File: src/rtl/counter_mux_mod.sv
// Modulo-N up/down counter with synchronous load, wrap/saturate boundary mode,
// a registered terminal-count pulse and a sticky overflow flag.
module counter_mux_mod #(
   parameter int          WIDTH   = 4,
   parameter int unsigned MAX_VAL = 15,
   parameter int unsigned RST_VAL = 0
) (
   input  logic             clk,
   input  logic             reset,
   input  logic             en,
   input  logic             up_dn,
   input  logic             sat_mode,
   input  logic             load,
   input  logic [WIDTH-1:0] load_val,
   input  logic             ovf_clr,
   output logic [WIDTH-1:0] q,
   output logic             tc,
   output logic             ovf
);

   localparam logic [WIDTH-1:0] MAX_Q = WIDTH'(MAX_VAL);
   localparam logic [WIDTH-1:0] RST_Q = WIDTH'(RST_VAL);
   localparam logic [WIDTH-1:0] ONE_Q = WIDTH'(1);

   // Boundaries are detected by explicit compares against MAX_Q and zero, so a
   // full-range MAX_VAL never leans on natural binary rollover. The ovf set is
   // written after the clear, which lets a same-edge set win over ovf_clr.
   always_ff @(posedge clk or negedge reset) begin
      if (!reset) begin
         q   <= RST_Q;
         tc  <= 1'b0;
         ovf <= 1'b0;
      end else begin
         tc <= 1'b0;
         if (ovf_clr)
            ovf <= 1'b0;
         if (load) begin
            q <= (load_val > MAX_Q) ? MAX_Q : load_val;
         end else if (en) begin
            if (up_dn) begin
               if (q == MAX_Q) begin
                  ovf <= 1'b1;
                  if (!sat_mode) begin
                     q  <= '0;
                     tc <= 1'b1;
                  end
               end else begin
                  q <= q + ONE_Q;
               end
            end else begin
               if (q == '0) begin
                  ovf <= 1'b1;
                  if (!sat_mode) begin
                     q  <= MAX_Q;
                     tc <= 1'b1;
                  end
               end else begin
                  q <= q - ONE_Q;
               end
            end
         end
      end
   end

endmodule

File: config.mk
export PLATFORM = sky130hd
export DESIGN_NAME = counter_mux_mod
export DESIGN_NICKNAME = d
export VERILOG_FILES = /design/src/rtl/counter_mux_mod.sv
export SDC_FILE = /design/constraint.sdc
export NUM_CORES = 1
export LEC_CHECK = 0
export ABC_AREA = 1
export ABC_CLOCK_PERIOD_IN_PS = 1100
export BUFFER_PORTS_ARGS = -buffer_cell sky130_fd_sc_hd__buf_2
export CELL_PAD_IN_SITES_DETAIL_PLACEMENT = 1
export CELL_PAD_IN_SITES_GLOBAL_PLACEMENT = 1
export CORE_AREA = 2 2 45 47
export CTS_CLUSTER_SIZE = 16
export DETAILED_ROUTE_END_ITERATION = 16
export DIE_AREA = 0 0 47 49
export PLACE_DENSITY = 0.78
export SYNTH_ARGS = -nofsm -noshare
export SYNTH_HDL_FRONTEND = slang
export SYNTH_SLANG_ARGS = --single-unit
export TNS_END_PERCENT = 10
File: constraint.sdc
create_clock -name clk -period 1.1 [get_ports clk]
set_clock_uncertainty 0.05 [all_clocks]
set_input_delay 0 -clock clk [delete_from_list [all_inputs] [get_ports clk]]
set_output_delay 0 -clock clk [all_outputs]
set_load 0.05 [all_outputs]
======== Word level (Yosys, flattened, before mapping) ========
Cells that the tools add are included.
word-level totals
  input port bits ......................... 11
  logic and storage cells ................. 32
  output and inout port bits .............. 6
  register bits after elaboration ......... 6
cells by class
  muxes and demuxes ....................... 20
  eq/ne operators ......................... 3
  reduce and logical (&&, ||, !) cells .... 3
  $lt $le $gt $ge ......................... 1
  add/sub/neg operators ................... 2
operators by type and width
  cell                   count
  $mux W4                8
  $mux W1                12
  $ne A4 B4 Y1 const B   2
  $add A4 B1 Y4 const B  1
  $eq A4 B4 Y1 const B   1
  $gt A4 B4 Y1 const B   1
  $logic_not A4 Y1       1
  $sub A4 B1 Y4 const B  1
  $reduce_and A3 Y1      1
  $reduce_bool A2 Y1     1

======== Longest topological paths before layout ========
  depth in word-level cells ............... 5
  mapped depth ............................ 9
  depth with buffers taken out ............ 9

======== Worst setup path before layout ========
OpenSTA, ideal clock, no wires.
  path type ............................... reg2reg
  start point ............................. reg q[0]
  end point ............................... reg q[3]
  required time ........................... 0.932 ns
  slack ................................... -0.567 ns
  path buffers ............................ 0
  library setup time ...................... 0.118 ns
  clock period less this slack ............ 1.667 ns
  arrival ................................. 1.499 ns
  cell stages (with the launch flop) ...... 9
  cell sequence ........................... dfrtp_1 inv_1 ha_1 a21oi_1 nand2_1 nand3_1 nand3_1 nand2_1 nand2_1
between the ends
  longest elaborated chain between the ends .. 5
  elaborated cells between the ends (all ways) .. 12
  classes of those cells .................. add/sub: 2; eq/ne: 3; mux: 5; reduce/logical: 2
ends and longest elaborated chain
  item                                   RTL line  text
  from (decl)                            16        output logic [WIDTH-1:0] q,
  from (signal assigned)                 38        q <= (load_val > MAX_Q) ? MAX_Q : load_val;
  from (signal assigned)                 48        q <= q + ONE_Q;
  from (signal assigned)                 58        q <= q - ONE_Q;
  $sub A4 B1 Y4 (tied with other cells)  58
  $mux W4, on equally long branches      51, 41
  $mux W4                                40        if (up_dn) begin
  $mux W4                                39        end else if (en) begin
  $mux W4                                37        if (load) begin
Several ways; a longest one is shown, not always the timed one. The select of a mux whose other input is x is not followed.
A chain may end at the register's enable or synchronous reset.

======== Worst setup path in the final report ========
  start point ............................. reg q[0]
  end point ............................... reg q[2]
Same word-level chain as after synthesis.

==> results.py <==
metrics = {
    "status": {
        "status": "complete, but fails checks",
        "violations": "negative setup slack",
    },
    "sta": {
        "hold_viol": 0,
        "setup_viol_count_final": 6,
        "timing.final.crit_period_ns": 1.32,
        "max_slew_margin": 0.834,
        "setup_tns_ns": -0.967,
        "grt_setup_unrepaired": "true",
        "setup_ws_ns": -0.221,
        "drv_slew": 0,
        "max_freq_mhz": 757,
        "tightest_slew_ns": 0.251,
        "timing.hold.ws_ns": 0.0183,
        "finalCritPeriodShare": 1.20,
    },
    "cts": {
        "clk_pin_slew_ns": 0.06,
        "clk_latency_ns": 0.26,
        "cts_tree": "built",
        "htreeDepth": 1,
        "clkSinkCount": 6,
        "cts-buffers-inserted": 3,
        "cts_buffer_depth": 2,
        "root_buffer": "clkbuf_4",
    },
    "floorplan": {
        "placeableCoreArea_um2": 1840,
        "die_h_um": 49,
        "die_area_um2": 2300,
        "ios": 17,
        "start_util": 0.264,
        "rows": 16,
        "fp.dieW_um": 47,
    },
    "worst_setup_path": {
        "cp_max_fo": 6,
        "worst_setup_path_start_kind": "flip-flop",
        "critical_path_required_ns": 1.19,
        "end_kind": "flip-flop",
        "critPathArrivalTime_ns": 1.41,
        "path_class": "flip-flop to flip-flop",
    },
    "logic_synthesis": {
        "avgSynthCellArea_um2": 6.30,
        "ys_ff_latch": 6,
        "ys_seq_area_frac": 0.309,
        "yosys-top-cells-area": "dfrtp_1 (31%), nand2_1 (20%), nand3_1 (11%)",
        "ys.warnings.count": 0,
        "synth_top_cell_by_area": "dfrtp_1",
        "yosys.area.top_type_share": 0.309,
        "syn-num-nets": 90,
        "synth_cell_types": 15,
        "synth_area_um2": 485,
        "syn_inst": 77,
    },
    "final_layout": {
        "final_nets": 122,
        "antenna-diode-count": 0,
        "drive_gt1_frac": 0.444,
        "syn_to_final_growth_pct": 62.4,
        "fill_cells": 251,
    },
    "drt": {
        "route.detailed.wl_per_inst_um": 12.2,
        "postRouteAntennaNets": 0,
        "drt-initial-drc-count": 1,
        "first_pass_iters": 2,
        "viasPerCell": 4.53,
        "drc": 0,
        "routed_wl_mm": 1.65,
        "vias": 611,
    },
    "placement": {
        "port_buffers": 16,
        "post-dp-hpwl_mm": 1.29,
        "post-place-ws_ns": -0.220,
        "gp_congestion": 0.809,
    },
    "power_and_ir_drop": {
        "ir_drop_uv": 485,
        "p_per_area_nw_per_um2": 1430,
        "power.leakage_nw": 0.411,
    },
    "worst_hold_path": {
        "min_path_type": "input port to flip-flop",
    },
    "global_routing": {
        "grt_overflow": 0,
        "grt.total_usage": 0.162,
        "antenna_found_initial": 0,
        "grt_pass1_vias": 622,
        "grt_max_degree": 9,
        "grt_pass1_wl_mm": 2.64,
    },
    "run": {
        "max_cap_violations": 0,
    },
}
==> Yosys cell counts, drive strengths merged <==
cell type	number
or2	1
nand4	2
ha	2
dfrtp	6
nand3	13
a21oi	1
nor2	9
o21ai	4
inv	11
nand2	27
buf	1
==> critical path: stages (launching register included) <==
cell and delay (ns):
dfrtp_2 0.44, inv_2 0.09, ha_4 0.16, nand4_1 0.13, nand3_2 0.15, inv_4 0.06
nand2_1 0.06, o21ai_1 0.05
==> flip-flops by register name, summed over array words and instances, names as in the netlist <==
register and cells:
q 4, tc 1, ovf 1
==> layer usage <==
metal / wire [µm] / vias up / track usage
met5: 0 / - / 0
met4: 41 / 0 / 0.0880
met3: 58 / 6 / 0.0222
met2: 877 / 15 / 0.269
met1: 670 / 285 / 0.189
li1: - / 305 / -
==> report_power, final <==
part	total, mW	leakage, nW	switching [mW]	internal [mW]
sequential	0.311	0.0715	0.0547	0.256
combinational	0.576	0.325	0.334	0.242
clock	0.242	0.0150	0.103	0.139
==> placed cells by master (no fill, tap or decap) <==
cell           Yosys  routed
nor2_1             8       7
nand2_1           26      26
nor2_4             1       1
clkbuf_1           0       1
dlygate4sd3_1      0       4
o21ai_1            4       4
a21oi_2            0       1
buf_4              0       8
nor2_2             0       1
nand2_2            1       1
clkbuf_4           0       3
inv_1              7       5
nand4_1            2       2
inv_4              0       1
ha_4               0       2
dfrtp_2            0       4
dfrtp_1            6       2
nand3_1           11       9
buf_2              1      13
inv_2              4       5
buf_6              0       3
nand3_2            2       4
or2_2              1       1
==> per-stage QoR <==
step / instances / power [mW] / cell area (µm²) / util
4_1_cts: 135 / 1.12 / 772 / 0.419
6_report: 135 / 1.13 / 788 / 0.428
5_1_grt: 135 / 1.21 / 788 / 0.428
3_5_place_dp: 126 / 0.827 / 681 / 0.370
3_3_place_gp: 126 / 0.810 / 681 / 0.370
2_1_floorplan: 77 / 0.638 / 519 / -
==> repair_timing <==
item	4_1_cts	5_1_grt
pin swaps	4	0
resized for setup	5	5
hold buffers	4	0
endpoints found under the setup margin	9	9
endpoints found under the hold margin	8	0
buffers inserted	1	0
==> cell families (layout without fill, tap and decap cells) <==
kind of cell / after synthesis / after routing / share of synthesized area
AND/OR/NAND/NOR: 52 / 52 / 0.492
AO/OA/AOI/OAI: 5 / 5 / 0.0515
flip-flops: 6 / 6 / 0.309
buffers and inverters: 12 / 43 / 0.0954
adder cells (fa/ha/maj): 2 / 2 / 0.0515
==> worst paths after layout <==
check,startpoint,endpoint,slack [ns],cells past startpoint
worst max register to register,q[0]$_DFFE_PN0P_,q[2]$_DFFE_PN0P_,-0.22,7
min in group asynchronous,reset,q[1]$_DFFE_PN0P_,0.05,2
worst max-delay path,q[0]$_DFFE_PN0P_,q[2]$_DFFE_PN0P_,-0.22,7
max in group asynchronous,reset,q[2]$_DFFE_PN0P_,0.77,2
worst min register to register,ovf$_DFF_PN0_,ovf$_DFF_PN0_,0.48,2
worst min-delay path,load_val[3],q[3]$_DFFE_PN0P_,0.02,5
==> final cells by class <==
| cell class | count | area, µm² | area share |
|---|---|---|---|
| timing repair buffer | 28 | 199 | 0.252 |
| inverter | 11 | 43.8 | 0.0556 |
| tap | 27 | 33.8 | 0.0429 |
| multi-input combinational | 59 | 330 | 0.419 |
| clock buffer | 4 | 26.3 | 0.0333 |
| sequential | 6 | 155 | 0.197 |
Power figures use the tool's default switching activity.
